$ cat config.mk
export PLATFORM = sky130hd
export DESIGN_NAME = gnrl_sync_fifo
export DESIGN_NICKNAME = d
export VERILOG_FILES = /design/src/rtl/gnrl_pkg.sv /design/src/rtl/fifo_ent_reg.sv /design/src/rtl/gnrl_sync_fifo.sv
export SDC_FILE = /design/constraint.sdc
export NUM_CORES = 1
export LEC_CHECK = 0
export BUFFER_PORTS_ARGS = -buffer_cell sky130_fd_sc_hd__buf_2
export CELL_PAD_IN_SITES_DETAIL_PLACEMENT = 0
export CELL_PAD_IN_SITES_GLOBAL_PLACEMENT = 1
export CORE_ASPECT_RATIO = 1.5
export CORE_MARGIN = 2
export CORE_UTILIZATION = 40
export DETAILED_ROUTE_END_ITERATION = 12
export GPL_ROUTABILITY_DRIVEN = 0
export GPL_TIMING_DRIVEN = 1
export PLACE_DENSITY = 0.75
export SLEW_MARGIN = 40
export SYNTH_ARGS = -nofsm -noshare
export SYNTH_HDL_FRONTEND = slang
export SYNTH_HIERARCHICAL = 1
export SYNTH_SLANG_ARGS = --single-unit
$ cat constraint.sdc
create_clock -name clk -period 2.8 [get_ports clk]
set_clock_uncertainty 0.2 [all_clocks]
set_input_delay 0.56 -clock clk [delete_from_list [all_inputs] [get_ports clk]]
set_output_delay 0.56 -clock clk [all_outputs]
set_load 0.005 [all_outputs]
$ cat src/rtl/gnrl_pkg.sv
`default_nettype none
// ============================================================================
// Module      : gnrl_pkg
// Description : Shared sizing helpers for the general-purpose FIFO family.
//               ptr_width : index width for a DP-entry ring, at least 1 bit
//               cnt_width : width able to hold an occupancy of 0..DP
// Revision    : 1.0 - initial release
// ============================================================================
package gnrl_pkg;

    // A single-entry FIFO still carries a 1-bit pointer so that every
    // vector in the datapath has a legal, non-zero width.
    function automatic int ptr_width(input int dp);
        return (dp > 1) ? $clog2(dp) : 1;
    endfunction

    // Occupancy must reach DP itself, hence DP+1 distinct values.
    function automatic int cnt_width(input int dp);
        return $clog2(dp + 1);
    endfunction

endpackage : gnrl_pkg
`default_nettype wire

$ cat src/rtl/fifo_ent_reg.sv
`default_nettype none
// ============================================================================
// Module      : fifo_ent_reg
// Description : One FIFO storage entry. DW-bit register that loads d when ld
//               is high and clears to zero on asynchronous reset.
// Ports       : clk   - clock, rising edge
//               rst_n - asynchronous active-low clear
//               ld    - load enable
//               d     - data in  [DW-1:0]
//               q     - data out [DW-1:0]
// Revision    : 1.0 - initial release
// ============================================================================
module fifo_ent_reg #(
    parameter int DW = 32
) (
    input  logic          clk,
    input  logic          rst_n,
    input  logic          ld,
    input  logic [DW-1:0] d,
    output logic [DW-1:0] q
);

    logic [DW-1:0] r_q;

    always_ff @(posedge clk or negedge rst_n) begin
        if (!rst_n) begin
            r_q <= '0;
        end else if (ld) begin
            r_q <= d;
        end
    end

    assign q = r_q;

endmodule : fifo_ent_reg
`default_nettype wire

$ cat src/rtl/gnrl_sync_fifo.sv
`default_nettype none
// ============================================================================
// Module      : gnrl_sync_fifo
// Description : Synchronous valid/ready FIFO, DP entries of DW bits.
//               Occupancy counter is the sole source of full/empty, so the
//               read and write pointers wrap independently without any
//               equality ambiguity. No fall-through: a word pushed into an
//               empty FIFO is presented on o_dat the cycle after the push.
// Ports       : clk   - clock, rising edge
//               rst_n - asynchronous active-low reset
//               i_vld / i_rdy / i_dat - producer handshake and write data
//               o_vld / o_rdy / o_dat - consumer handshake and head data
//               cnt   - occupancy 0..DP
//               full  - cnt == DP
//               empty - cnt == 0
// Revision    : 1.0 - initial release
// ============================================================================
module gnrl_sync_fifo
    import gnrl_pkg::*;
#(
    parameter int DW = 32,
    parameter int DP = 4
) (
    input  logic                     clk,
    input  logic                     rst_n,
    input  logic                     i_vld,
    output logic                     i_rdy,
    input  logic [DW-1:0]            i_dat,
    output logic                     o_vld,
    input  logic                     o_rdy,
    output logic [DW-1:0]            o_dat,
    output logic [cnt_width(DP)-1:0] cnt,
    output logic                     full,
    output logic                     empty
);

    localparam int PW = ptr_width(DP);
    localparam int CW = cnt_width(DP);

    localparam logic [PW-1:0] C_PTR_LAST = PW'(DP - 1);
    localparam logic [PW-1:0] C_PTR_ONE  = PW'(1);
    localparam logic [CW-1:0] C_CNT_FULL = CW'(DP);
    localparam logic [CW-1:0] C_CNT_ONE  = CW'(1);

    logic [PW-1:0] r_wptr;
    logic [PW-1:0] r_rptr;
    logic [CW-1:0] r_cnt;

    logic          w_full;
    logic          w_empty;
    logic          w_push;
    logic          w_pop;
    logic [PW-1:0] w_wptr_nxt;
    logic [PW-1:0] w_rptr_nxt;
    logic [DW-1:0] w_ent_q [DP];

    // Handshake readiness comes only from the registered count, keeping
    // i_vld and o_rdy off any combinational path to i_rdy / o_vld.
    assign w_full  = (r_cnt == C_CNT_FULL);
    assign w_empty = (r_cnt == '0);

    assign w_push  = i_vld & ~w_full;
    assign w_pop   = o_rdy & ~w_empty;

    // Ring advance; DP need not be a power of two, so wrap explicitly.
    assign w_wptr_nxt = (r_wptr == C_PTR_LAST) ? '0 : (r_wptr + C_PTR_ONE);
    assign w_rptr_nxt = (r_rptr == C_PTR_LAST) ? '0 : (r_rptr + C_PTR_ONE);

    // ------------------------------------------------------------------
    // Pointers and occupancy
    // ------------------------------------------------------------------
    always_ff @(posedge clk or negedge rst_n) begin
        if (!rst_n) begin
            r_wptr <= '0;
            r_rptr <= '0;
            r_cnt  <= '0;
        end else begin
            if (w_push) begin
                r_wptr <= w_wptr_nxt;
            end
            if (w_pop) begin
                r_rptr <= w_rptr_nxt;
            end
            // Simultaneous push and pop leaves the count unchanged.
            case ({w_push, w_pop})
                2'b10:   r_cnt <= r_cnt + C_CNT_ONE;
                2'b01:   r_cnt <= r_cnt - C_CNT_ONE;
                default: r_cnt <= r_cnt;
            endcase
        end
    end

    // ------------------------------------------------------------------
    // Storage: one load-enabled register per entry. Entries are only
    // written on push; a pop merely moves the read pointer.
    // ------------------------------------------------------------------
    for (genvar gi = 0; gi < DP; gi++) begin : g_ent
        logic w_ld;

        assign w_ld = w_push & (r_wptr == PW'(gi));

        fifo_ent_reg #(
            .DW (DW)
        ) u_ent (
            .clk   (clk),
            .rst_n (rst_n),
            .ld    (w_ld),
            .d     (i_dat),
            .q     (w_ent_q[gi])
        );
    end

    // ------------------------------------------------------------------
    // Head-of-queue read mux. Written as a decoded select so that pointer
    // codes beyond DP-1 (non-power-of-two depths) simply yield zero.
    // ------------------------------------------------------------------
    always_comb begin
        o_dat = '0;
        for (int i = 0; i < DP; i++) begin
            if (r_rptr == PW'(i)) begin
                o_dat = w_ent_q[i];
            end
        end
    end

    assign i_rdy = ~w_full;
    assign o_vld = ~w_empty;
    assign cnt   = r_cnt;
    assign full  = w_full;
    assign empty = w_empty;

endmodule : gnrl_sync_fifo
`default_nettype wire

After elaboration in Yosys (flattened, before gate mapping). Index checks and enable logic that the tools add are counted.

Output and inout port bits: 39. Register bits: 135. Input bits: 36. Word-level logic and storage cells: 39.

$add $sub $neg: 4. Multiplexer cells: 7. Reductions and logical operators: 4. Bitwise logic cells: 8. Equality and inequality tests: 9.

Operator list (number): $mux W32 (4); $eq A2 B2 Y1 const B (5); $and A1 B1 Y1 (6); $eq A2 B1 Y1 const B (3); $pmux W3 S2 (1); $add A2 B1 Y2 const B (2); $logic_not A2 Y1 (2); $mux W2 (2); $add A3 B1 Y3 const B (1); $eq A3 B3 Y1 const B (1); $logic_not A3 Y1 (1); $sub A3 B1 Y3 const B (1); $not A1 Y1 (2); $reduce_bool A2 Y1 (1).

Logic depth before layout (Yosys ltp).
Depth in word-level cells: 5. Mapped depth: 11. Mapped depth without buffers: 11.

By module. The synthesis kept the hierarchy.

Modules (own cells, without submodules): fifo_ent_reg (times used 4, cells an instance 68, area each 1345.0 um2, sequential area each 800.8 um2); gnrl_sync_fifo (times used 1, cells an instance 261, area each 1627.8 um2, sequential area each 175.2 um2).

Least setup slack after synthesis. OpenSTA, ideal clock, no wires.

Path type: register to output. Start: register r_rptr[0]. End: output o_dat[10]. Path buffers: 2. Arrival time: 1.301 ns. Setup slack: 0.739 ns. Cell stages (with the launch flop): 8. Cell sequence: dfrtp_1 -> inv_1 -> ha_1 -> buf_2 -> buf_2 -> a21oi_1 -> o21ai_0 -> a22o_1.

Cells in the longest elaborated chain, start to end: 5. Elaborated cells on any way between the ends: 8. Those cells by class: eq/ne: 3; mux: 4; reduce/logical: 1.

RTL lines: start: declaration (line gnrl_sync_fifo.sv:46) `logic [PW-1:0] r_rptr;`; start signal: assignment (line gnrl_sync_fifo.sv:82) `r_rptr <= w_rptr_nxt;`; $logic_not A2 Y1 (line gnrl_sync_fifo.sv:120) `if (r_rptr == PW'(i)) begin`; $mux W32 (3 in a row) (line gnrl_sync_fifo.sv:120); $mux W32 (*) (line gnrl_sync_fifo.sv:120); end: declaration (line gnrl_sync_fifo.sv:31) `output logic [DW-1:0] o_dat,`.

Mark *: on every way between the ends. The rest lies on a longest branch, timed or not.

Final worst setup path.
Start: register r_rptr[1]. End: output o_dat[17].

Same word-level chain as after synthesis.

==> results.toml <==
[finish]
area_growth_syn_to_layout_pct = 16.55
layout.cells.non_filler = 832
finish.net_count = 654
postLayoutCoreUtil = 0.4728
post_route_cells_drive_above_1_share = 0.4337

[timing]
holdWs_ps = 218.2
ratio_of_final_minimum_period_to_clock_period = 0.9709
setup_total_negative_slack_ps = 0
grt_setup_unrepaired = "no"
max_clock_freq_mhz = 367.8
final.min_clock_period_ps = 2719
layout_setup_ws_ps = 81.47
timing_worst_slew_pin_value_ps = 551.5
final-setup-viol-count = 0
slew_viol_final = 0
hold_viol = 0
max-slew-margin-rel = 0.6323

[run]
drv_cap = 0

[logic_synthesis]
synth_largest_type_area_fraction = 0.4821
post_synth.cell_area_avg_sq_um = 13.15
synth_top_cell_by_area = "sky130_fd_sc_hd__dfrtp_1"
post-synth-top-count-cell = "sky130_fd_sc_hd__dfrtp_1"
synth.yosys.seq_area_share = 0.4821
ys_async_sr_fraction = 1.000
synth_enable_flop_cells = 0
netlist_area_sq_mm = 0.007008
synthTopCellsByArea = "sky130_fd_sc_hd__dfrtp_1 48%, sky130_fd_sc_hd__mux2_4 26%, sky130_fd_sc_hd__a21oi_1 4.3%"
yosysWarnings = 6
synth.net_count = 579
yosys_register_bits = 135
synth_flop_cell = "sky130_fd_sc_hd__dfrtp_1"
netlist_top_cells_count = "135 x sky130_fd_sc_hd__dfrtp_1, 122 x sky130_fd_sc_hd__mux2_4, 60 x sky130_fd_sc_hd__a21oi_1"
yosys.cell_types.count = 27
syn-instance-count = 533

[setup_path]
critical_path_class = "flop to output pin"
crit_arrival_ps = 1960
crit_path_start_kind = "flop"
worstPathCellList = "buf_4 > ha_4 > buf_12 > a21oi_1 > o21ai_0 > a22o_1 > buf_2"
maximum_fanout_encountered_on_the_critical_timing_path = 24
setup.worst_path.end_class = "output pin"
path_buf_inv = 3
cpPeakStageDelay_ps = 430
path_delay_family = "compound AO/OA/AOI/OAI gates"
crit_path_top_delay_cell = "sky130_fd_sc_hd__dfrtp_1"
cp_data_required_time_ps = 2040

[cts]
clkSinkCount = 135
clk_root_buffer_cell = "sky130_fd_sc_hd__clkbuf_16"
h_tree_levels = 4
insertion_delay_ps = 410
tritoncts_clock_tree = "built"
cts_buffers = 17
clock_path_buffers = 2
cts.reportedPaths.clkPinSlew_ps = 50

[die]
placeable_area_sq_mm = 0.01727
die_height_um = 166.1
initial_core_util = 0.4057
top_level_ports = 75
die_w_um = 112.1
fp.dieArea_sq_mm = 0.01862
site_rows = 59

[place]
dpl_worst_slack_ps = 375.9
dpl.hpwl_mm = 9.717
post-place-cells = 797
portBuffers = 74

[min_path]
hp_class = "input pin to flop"

[outcome]
run_status = "finished, final reports clean"

[routing]
via_count_normalized_by_instance_count = 5.149
dr_total_vias = 4284
drt_iter0_markers = 273
antenna_left = 0
detail_route.wirelength_mm = 15.66
drt-pass1-iter-count = 5
drc_errors = 0
routedWlPerCell_um = 18.83

[global_route]
globalRouteOverflowTotal = 0
grt_util_all_layers = 0.1751
wire_length_of_the_first_global_routing_pass_mm = 25.88
antenna_found_initial = 1
grt_pass1_vias = 4784
grt_max_degree = 58

[power_and_ir_drop]
p_sw_w = 0.003666
clock_power_share = 0.190
pwr_density_cell_mw_per_mm2 = 1345
switching_share = 0.3337
cell_internal_pwr_w = 0.007318
vdd_drop_max_uv = 583.8
power_leakage_nw = 3.869
comb_power_share = 0.481
seq_power_share = 0.328
## cell usage in the layout (no fill, tap or decap), drive strengths merged
cell	netlist	final
o31ai	2	2
fa	1	1
o21ai	31	31
a221oi	2	2
nand3	1	1
a22o	30	30
nor2	3	3
dfrtp	135	135
clkinv	0	1
nor2b	4	4
ha	9	9
and2	4	4
mux2	132	132
bufinv	0	1
dlygate4sd3	0	1
a21oi	60	60
inv	41	41
diode	0	1
or3	1	1
nand2	34	34
xnor2	1	1
buf	36	94
clkbuf	4	27
xor2	2	2
clkinvlp	0	1
## final cells by class
cell class / instances / area, sq um
Fill cell: 1555 / 9106
Sequential cell: 135 / 3379
Multi-Input combinational cell: 317 / 3137
Timing Repair Buffer: 96 / 686.9
Clock buffer: 26 / 499.2
Tap cell: 213 / 266.5
Inverter: 41 / 153.9
Clock inverter: 3 / 42.54
Antenna cell: 1 / 2.502
## per-stage QoR
stage          total power (W)  cell area [sq um]
2_1_floorplan         0.007335               7008
3_3_place_gp          0.008571               7520
3_5_place_dp          0.008742               7520
4_1_cts                0.01096               8092
5_1_grt                0.01172               8168
6_report               0.01098               8168
## flip-flops by register name (all words and copies together), names as in the netlist
signal / flops
g_ent.u_ent/q: 128
cnt: 3
r_rptr: 2
r_wptr: 2
## routing by layer
layer	GRT usage	share of wire	up-vias
li1	-	-	1988
met1	0.2143	0.43	2200
met2	0.3067	0.53	80
met3	0.03285	0.026	16
met4	0.06363	0.014	0
met5	0	0	-
## repair_timing
item | 4_1_cts | 5_1_grt
endpoints found under the hold margin | 54 | 0
pin swaps | 0 | 1
setup endpoints to repair | 17 | 29
hold buffers | 1 | 0
resized for setup | 6 | 9
setup buffers | 1 | 2
gates cloned | 0 | 1
## final timing paths
kind | start | end | slack [ps] | cells after the start
max | r_rptr[1]$_DFFE_PN0P_ | o_dat[17] | 80 | 7
min | i_dat[31] | g_ent[0].u_ent/q[31]$_DFFE_PN0P_ | 220 | 2
max reg2reg | cnt[0]$_DFFE_PN0P_ | g_ent[1].u_ent/q[2]$_DFFE_PN0P_ | 600 | 7
min reg2reg | g_ent[0].u_ent/q[31]$_DFFE_PN0P_ | g_ent[0].u_ent/q[31]$_DFFE_PN0P_ | 310 | 1
max in group asynchronous | rst_n | g_ent[0].u_ent/q[1]$_DFFE_PN0P_ | 1220 | 3
min in group asynchronous | rst_n | cnt[0]$_DFFE_PN0P_ | 480 | 2
## cell families (layout without fill, tap and decap cells)
kind of cell	after synthesis	in the layout	synth area share
AOI/OAI and AO/OA	125	125	0.1071
other	0	1	0
and+or+nand+nor	47	47	0.03214
muxes	132	132	0.2775
xor gates and xnor gates	3	3	0.003750
adders and majority gates	10	10	0.01893
DFF	135	135	0.4821
buffers and inverters	81	166	0.07855
## power by group through the flow
stage / registers, W / clock network [W] / logic, W
global placement: 0.00353 / 0 / 0.00504
global route: 0.00372 / 0.00223 / 0.00578
detailed placement: 0.00359 / 0 / 0.00515
finish: 0.00361 / 0.00209 / 0.00529
floorplan: 0.00341 / 0 / 0.00393
CTS: 0.00358 / 0.00214 / 0.00524
Note: power is estimated with default switching activity, not from simulation.
